--- src/rtl/adffe_pipe.sv ---
// adffe_pipe: DEPTH-stage valid/ready pipeline of async-reset, enabled WIDTH-bit registers
// with bubble collapsing, global enable, synchronous flush; `count` output when ADFFE_PIPE_COUNT_EN is defined.
module adffe_pipe #(
  parameter int unsigned WIDTH       = 2,
  parameter int unsigned DEPTH       = 3,
  parameter logic        EN_POLARITY = 1'b1,
  parameter int unsigned ARST_VALUE  = 2
) (
  input  logic             pos_clk,
  input  logic             pos_arst,
  input  logic             en,
  input  logic             flush,
  input  logic             in_valid,
  input  logic [WIDTH-1:0] in_data,
  output logic             in_ready,
  output logic             out_valid,
  output logic [WIDTH-1:0] out_data,
  input  logic             out_ready
`ifdef ADFFE_PIPE_COUNT_EN
  ,
  output logic [$clog2(DEPTH+1)-1:0] count
`endif
);

  localparam logic [WIDTH-1:0] RST_D = WIDTH'(ARST_VALUE);

  logic [DEPTH-1:0]            r_v;
  logic [DEPTH-1:0][WIDTH-1:0] r_d;
  logic [DEPTH:0]              w_rdy;
  logic [DEPTH-1:0]            w_up_v;
  logic [DEPTH-1:0][WIDTH-1:0] w_up_d;
  logic                        w_en_act;

  assign w_en_act = (en == EN_POLARITY);

  for (genvar gi = 0; gi < DEPTH; gi++) begin : g_up
    if (gi == 0) begin : g_head
      assign w_up_v[gi] = in_valid;
      assign w_up_d[gi] = in_data;
    end else begin : g_body
      assign w_up_v[gi] = r_v[gi-1];
      assign w_up_d[gi] = r_d[gi-1];
    end
  end

  // Ready ripples from the output end back to stage 0 in one combinational block.
  always_comb begin
    w_rdy        = '0;
    w_rdy[DEPTH] = out_ready;
    for (int unsigned k = 0; k < DEPTH; k++) begin
      w_rdy[DEPTH-1-k] = ~r_v[DEPTH-1-k] | w_rdy[DEPTH-k];
    end
  end

  always_ff @(posedge pos_clk or posedge pos_arst) begin
    if (pos_arst) begin
      r_v <= '0;
      r_d <= {DEPTH{RST_D}};
    end else if (flush) begin
      r_v <= '0;
      r_d <= {DEPTH{RST_D}};
    end else if (w_en_act) begin
      for (int unsigned k = 0; k < DEPTH; k++) begin
        if (w_rdy[k]) begin
          r_v[k] <= w_up_v[k];
          if (w_up_v[k]) begin
            r_d[k] <= w_up_d[k];
          end
        end
      end
    end
  end

  assign in_ready  = w_en_act & ~flush & ~pos_arst & w_rdy[0];
  assign out_valid = w_en_act & ~flush & r_v[DEPTH-1];
  assign out_data  = r_d[DEPTH-1];

`ifdef ADFFE_PIPE_COUNT_EN
  localparam int unsigned CNT_W = $clog2(DEPTH+1);

  logic [CNT_W-1:0] r_count;
  logic             w_in_xfer;
  logic             w_out_xfer;

  assign w_in_xfer  = in_valid & in_ready;
  assign w_out_xfer = out_valid & out_ready;

  // Tracks popcount(r_v) incrementally from the handshake events.
  always_ff @(posedge pos_clk or posedge pos_arst) begin
    if (pos_arst) begin
      r_count <= '0;
    end else if (flush) begin
      r_count <= '0;
    end else if (w_in_xfer & ~w_out_xfer) begin
      r_count <= r_count + CNT_W'(1);
    end else if (~w_in_xfer & w_out_xfer) begin
      r_count <= r_count - CNT_W'(1);
    end
  end

  assign count = r_count;
`endif

endmodule

--- config.mk ---
export PLATFORM = sky130hd
export DESIGN_NAME = adffe_pipe
export DESIGN_NICKNAME = d
export VERILOG_FILES = /design/src/rtl/adffe_pipe.sv
export SDC_FILE = /design/constraint.sdc
export NUM_CORES = 1
export LEC_CHECK = 0
export ABC_CLOCK_PERIOD_IN_PS = 1600
export BUFFER_PORTS_ARGS = -buffer_cell sky130_fd_sc_hd__buf_2
export CORE_AREA = 2 2 39 41
export CTS_BUF_LIST = sky130_fd_sc_hd__clkbuf_2 sky130_fd_sc_hd__clkbuf_4 sky130_fd_sc_hd__clkbuf_8
export DETAILED_ROUTE_END_ITERATION = 8
export DIE_AREA = 0 0 41 43
export PLACE_DENSITY_LB_ADDON = 0.25
export REMOVE_ABC_BUFFERS = 1
export SLEW_MARGIN = 10
export SYNTH_ARGS = -nofsm -noshare
export SYNTH_HDL_FRONTEND = slang
export SYNTH_SLANG_ARGS = --single-unit
--- constraint.sdc ---
create_clock -name pos_clk -period 1.6 [get_ports pos_clk]
set_clock_uncertainty 0.2 [all_clocks]
set_input_delay 0.32 -clock pos_clk [delete_from_list [all_inputs] [get_ports pos_clk]]
set_output_delay 0.32 -clock pos_clk [all_outputs]
set_load 0.005 [all_outputs]
==> parameters.txt <==
Parameter                              Value

Outcome
  Result of the run ... finished, violations left
  Violations in the final reports ... negative setup slack

Clock network
  Skew-Pair Late Insertion Delay ... roughly 0.27 ns
  Clock tree from TritonCTS ... done
  Total number of clock tree sinks ... 9
  Reg clk slew, reported paths ... approximately 0.07 ns
  Bufs on Longest Clock Path ... 2
  TritonCTS Buffers ... 3
  Root Driver ... clkbuf_4
  H-tree levels ... 1

Critical path
  Startpoint of the most critical setup path ... r_v[2]
  Cell breakdown of the critical path ... and3b_4 -> a2111oi_4 -> buf_2
  Crit. End Element ... primary output
  Type of the worst setup path ... register to primary output
  Terminus of the critical flop-to-flop path ... r_d[2]
  Worst-case register-to-register setup slack ... between 0.15 and 0.2 ns
  Cell class contributing the biggest share of worst-path delay ... flip-flops
  CP arrival ... approximately 1.3 ns
  Crit Reg-Reg Startpoint ... r_v[2]
  Depth of the most critical reg-to-reg path ... 4
  Critical Path Sink ... in_ready
  Slowest Stage Delay on Critical Path ... around 0.39 ns
  Buffers & Inverters on Critical Path ... 1
  Critical-path top delay cell ... dfrtp_1
  Crit path required time ... 1.08 ns
  Critical path launch point type ... register
  Worst-path maximum fanout ... 2
  Number of stages on the worst setup path ... 3

Synth
  Count of unique library cells instantiated by Yosys ... 19
  Combined area of all synthesized cells ... approximately 470 sq um
  Fraction of post-synthesis cell area in the top cell type by area ... roughly 32%
  Sequential fraction of the synthesis area ... between 40% and 50%
  Post-synthesis instance total ... 44
  Leading cell types by total area after synthesis ... dfrtp_1 32%, dfstp_2 17%, mux2i_1 13%
  Yosys warns ... 0
  Post-Synthesis Mean Instance Area ... approximately 11 sq um
  Register bit count reported by yosys ... 9
  Largest area contributor in the synthesized netlist ... dfrtp_1

Routing
  DRT Wirelength ... approximately 890 um
  Met3 WL post-DR ... ~45 um
  1st-iter DRT viols ... 1
  Drc violations ... 0
  Top layer used by detailed routing ... met4
  Vias after detailed routing ... between 300 and 400
  Routed met2 length ... approximately 420 um
  Routed via count divided by cell count ... roughly 4.7
  Average wire length per cell after detail routing ... about 11 um
  Detail Route Antenna Nets ... 0
  Length of the first detailed-routing pass in iterations ... 4
  Metal1 wirelength ... 412 um

Global routing
  Maximum number of pins on one net before global-route repair ... 12
  Wire length of the first global-routing pass ... between 1500 and 2000 um
  Antenna violations before repair ... 0
  Congestion Overflow GR ... 0
  Via count of the first global-routing pass ... 367
  GRT Total Usage ... 13.1%

Floorplan
  Die extent in x ... 41 um
  Die extent in y ... 43 um
  Number of rows in the core area ... 14
  Core ar. ... about 1400 sq um
  DIE AREA ... ~1800 sq um
  Number of top-level design ports ... 12
  Initial Utilization ... between 30% and 40%

Timing
  Worst hold margin ... roughly 0.096 ns
  Fin. max-slew vios ... 0
  Worst slew margin ... 76.9%
  Total Neg Setup Slack ... -0.198 ns
  Share of the clock period used by the worst path ... 112%
  Final Setup Violations ... 1
  Tightest Pin Transition ... about 0.35 ns
  Shortest period the worst path allows ... between 1.5 and 2 ns
  Achievable frequency ... between 500 and 600 MHz
  Worst setup slack after layout ... -0.198 ns
  Hold Vio Cnt, Final ... 0
  RSZ-0062 raised after global routing ... true

Power
  Final Total Pwr ... roughly 0.47 mW
  Switching share of total power ... 25.3%
  PD cells ... around 760 nW/um^2
  Sequential fraction of design power ... 50.2%
  Leak Pwr ... ~0.31 nW
  Share of power burned in the clock network ... around two fifths
  Cell internal power dissipation ... around 0.35 mW
  Combinational Power Share ... a little under an eighth
  Peak supply drop ... between 300 and 400 uV
  NetSw ... roughly 0.12 mW

Place
  Port-buffer cells ... 11
  Post-Place Worst Slack ... -0.0223 ns
  Post-Place Cell Area ... about 570 sq um
  Final weighted congestion of routability-driven global placement ... 0.690
  Detail Placement HPWL ... 651 um

Finish
  Fin nets ... 72
  Ant diodes ... 0
  Most frequent cells in the layout ... 11 x buf_2, 6 x mux2i_1, 6 x dfrtp_1, 6 x buf_4
  Share of cells above drive strength 1 ... approximately 46%
  Post-route cell area ... approximately 620 sq um
  Leading cell type in the layout, fill and taps excluded ... buf_2
  Signed area change from the synthesized netlist to the final layout ... 33.5%

Worst hold path
  Path class of the lowest-slack min-delay path ... primary input to register

Flow run
  Max-cap violation count ... 0
-- flip-flops by register name, summed over array words and instances (netlist names) --
| register | cells |
|---|---|
| r_d | 4 |
| r_v | 3 |
| out_data | 2 |
-- logic make-up after synthesis --
logic type             synth area share (%)
AO/OA/AOI/OAI                          12.1
buffers and inverters                  5.63
flip-flops                             49.1
multiplexers                           12.9
AND/OR/NAND/NOR                        20.4
-- layer usage --
layer	GRT usage, %	vias to the layer above
met1	15.7	174
met4	6.00	0
met5	0	-
li1	-	186
met2	19.1	8
met3	6.28	2
-- Yosys cell counts --
master and instances:
mux2i_1 6, clkbuf_1 1, o21ai_1 1, a21bo_1 1
buf_4 2, inv_1 2, nand2_1 3, a2111oi_2 1
dfstp_2 3, a22oi_1 1, and3b_4 1, nor2_1 5
nor3b_1 1, nand2b_1 5, or2_4 1, a21oi_1 2
nand3_1 1, a21oi_2 1, dfrtp_1 6
-- worst reg2reg max path, cell delays in order (launching register included) --
cell,delay [ns]
dfrtp_1,0.39
and3b_4,0.20
buf_4,0.15
or2_4,0.25
mux2i_1,0.12
-- timing repair --
item,4_1_cts,5_1_grt
hold buffers,1,0
hold endpoints to repair,6,0
pin swaps,1,0
setup endpoints to repair,1,2
gates resized for setup,1,1
buffers inserted,0,1
cloned,0,0
-- stage by stage --
step | cells | util [%]
floorplan | 41 | -
global placement | 74 | 41.0
detailed placement | 74 | 41.0
CTS | 79 | 44.7
global route | 79 | 45.0
finish | 79 | 45.0
-- power by group through the flow --
stage / Clock, mW / Combinational (mW) / Sequential (mW)
final: 0.182 / 0.0547 / 0.238
after global routing: 0.196 / 0.0607 / 0.238
after CTS: 0.184 / 0.0550 / 0.238
after detailed placement: 0 / 0.0510 / 0.241
after global placement: 0 / 0.0504 / 0.241
after floorplan: 0 / 0.0227 / 0.241
-- worst min-delay path by stage --
| stage | startpoint | end | cells after the start |
|---|---|---|---|
| after CTS | in_data[0] | r_d[0] | 3 |
| after detailed placement | pos_arst | r_v[0] | 2 |
| after floorplan | pos_arst | out_data[0] | 1 |
| after global placement | pos_arst | r_v[0] | 2 |
| after global routing | in_data[0] | r_d[0] | 3 |
| final | in_data[1] | r_d[1] | 3 |
-- area by class of cell --
type | instances | area, sq um
clock inverters | 1 | 5.00
fillers | 146 | 761
repair buffers | 18 | 110
multi-input cells | 30 | 229
flip-flops and latches | 9 | 229
well taps | 16 | 20.0
clock buffers | 3 | 22.5
inverters | 2 | 7.51
Power figures use the tool's default switching activity.
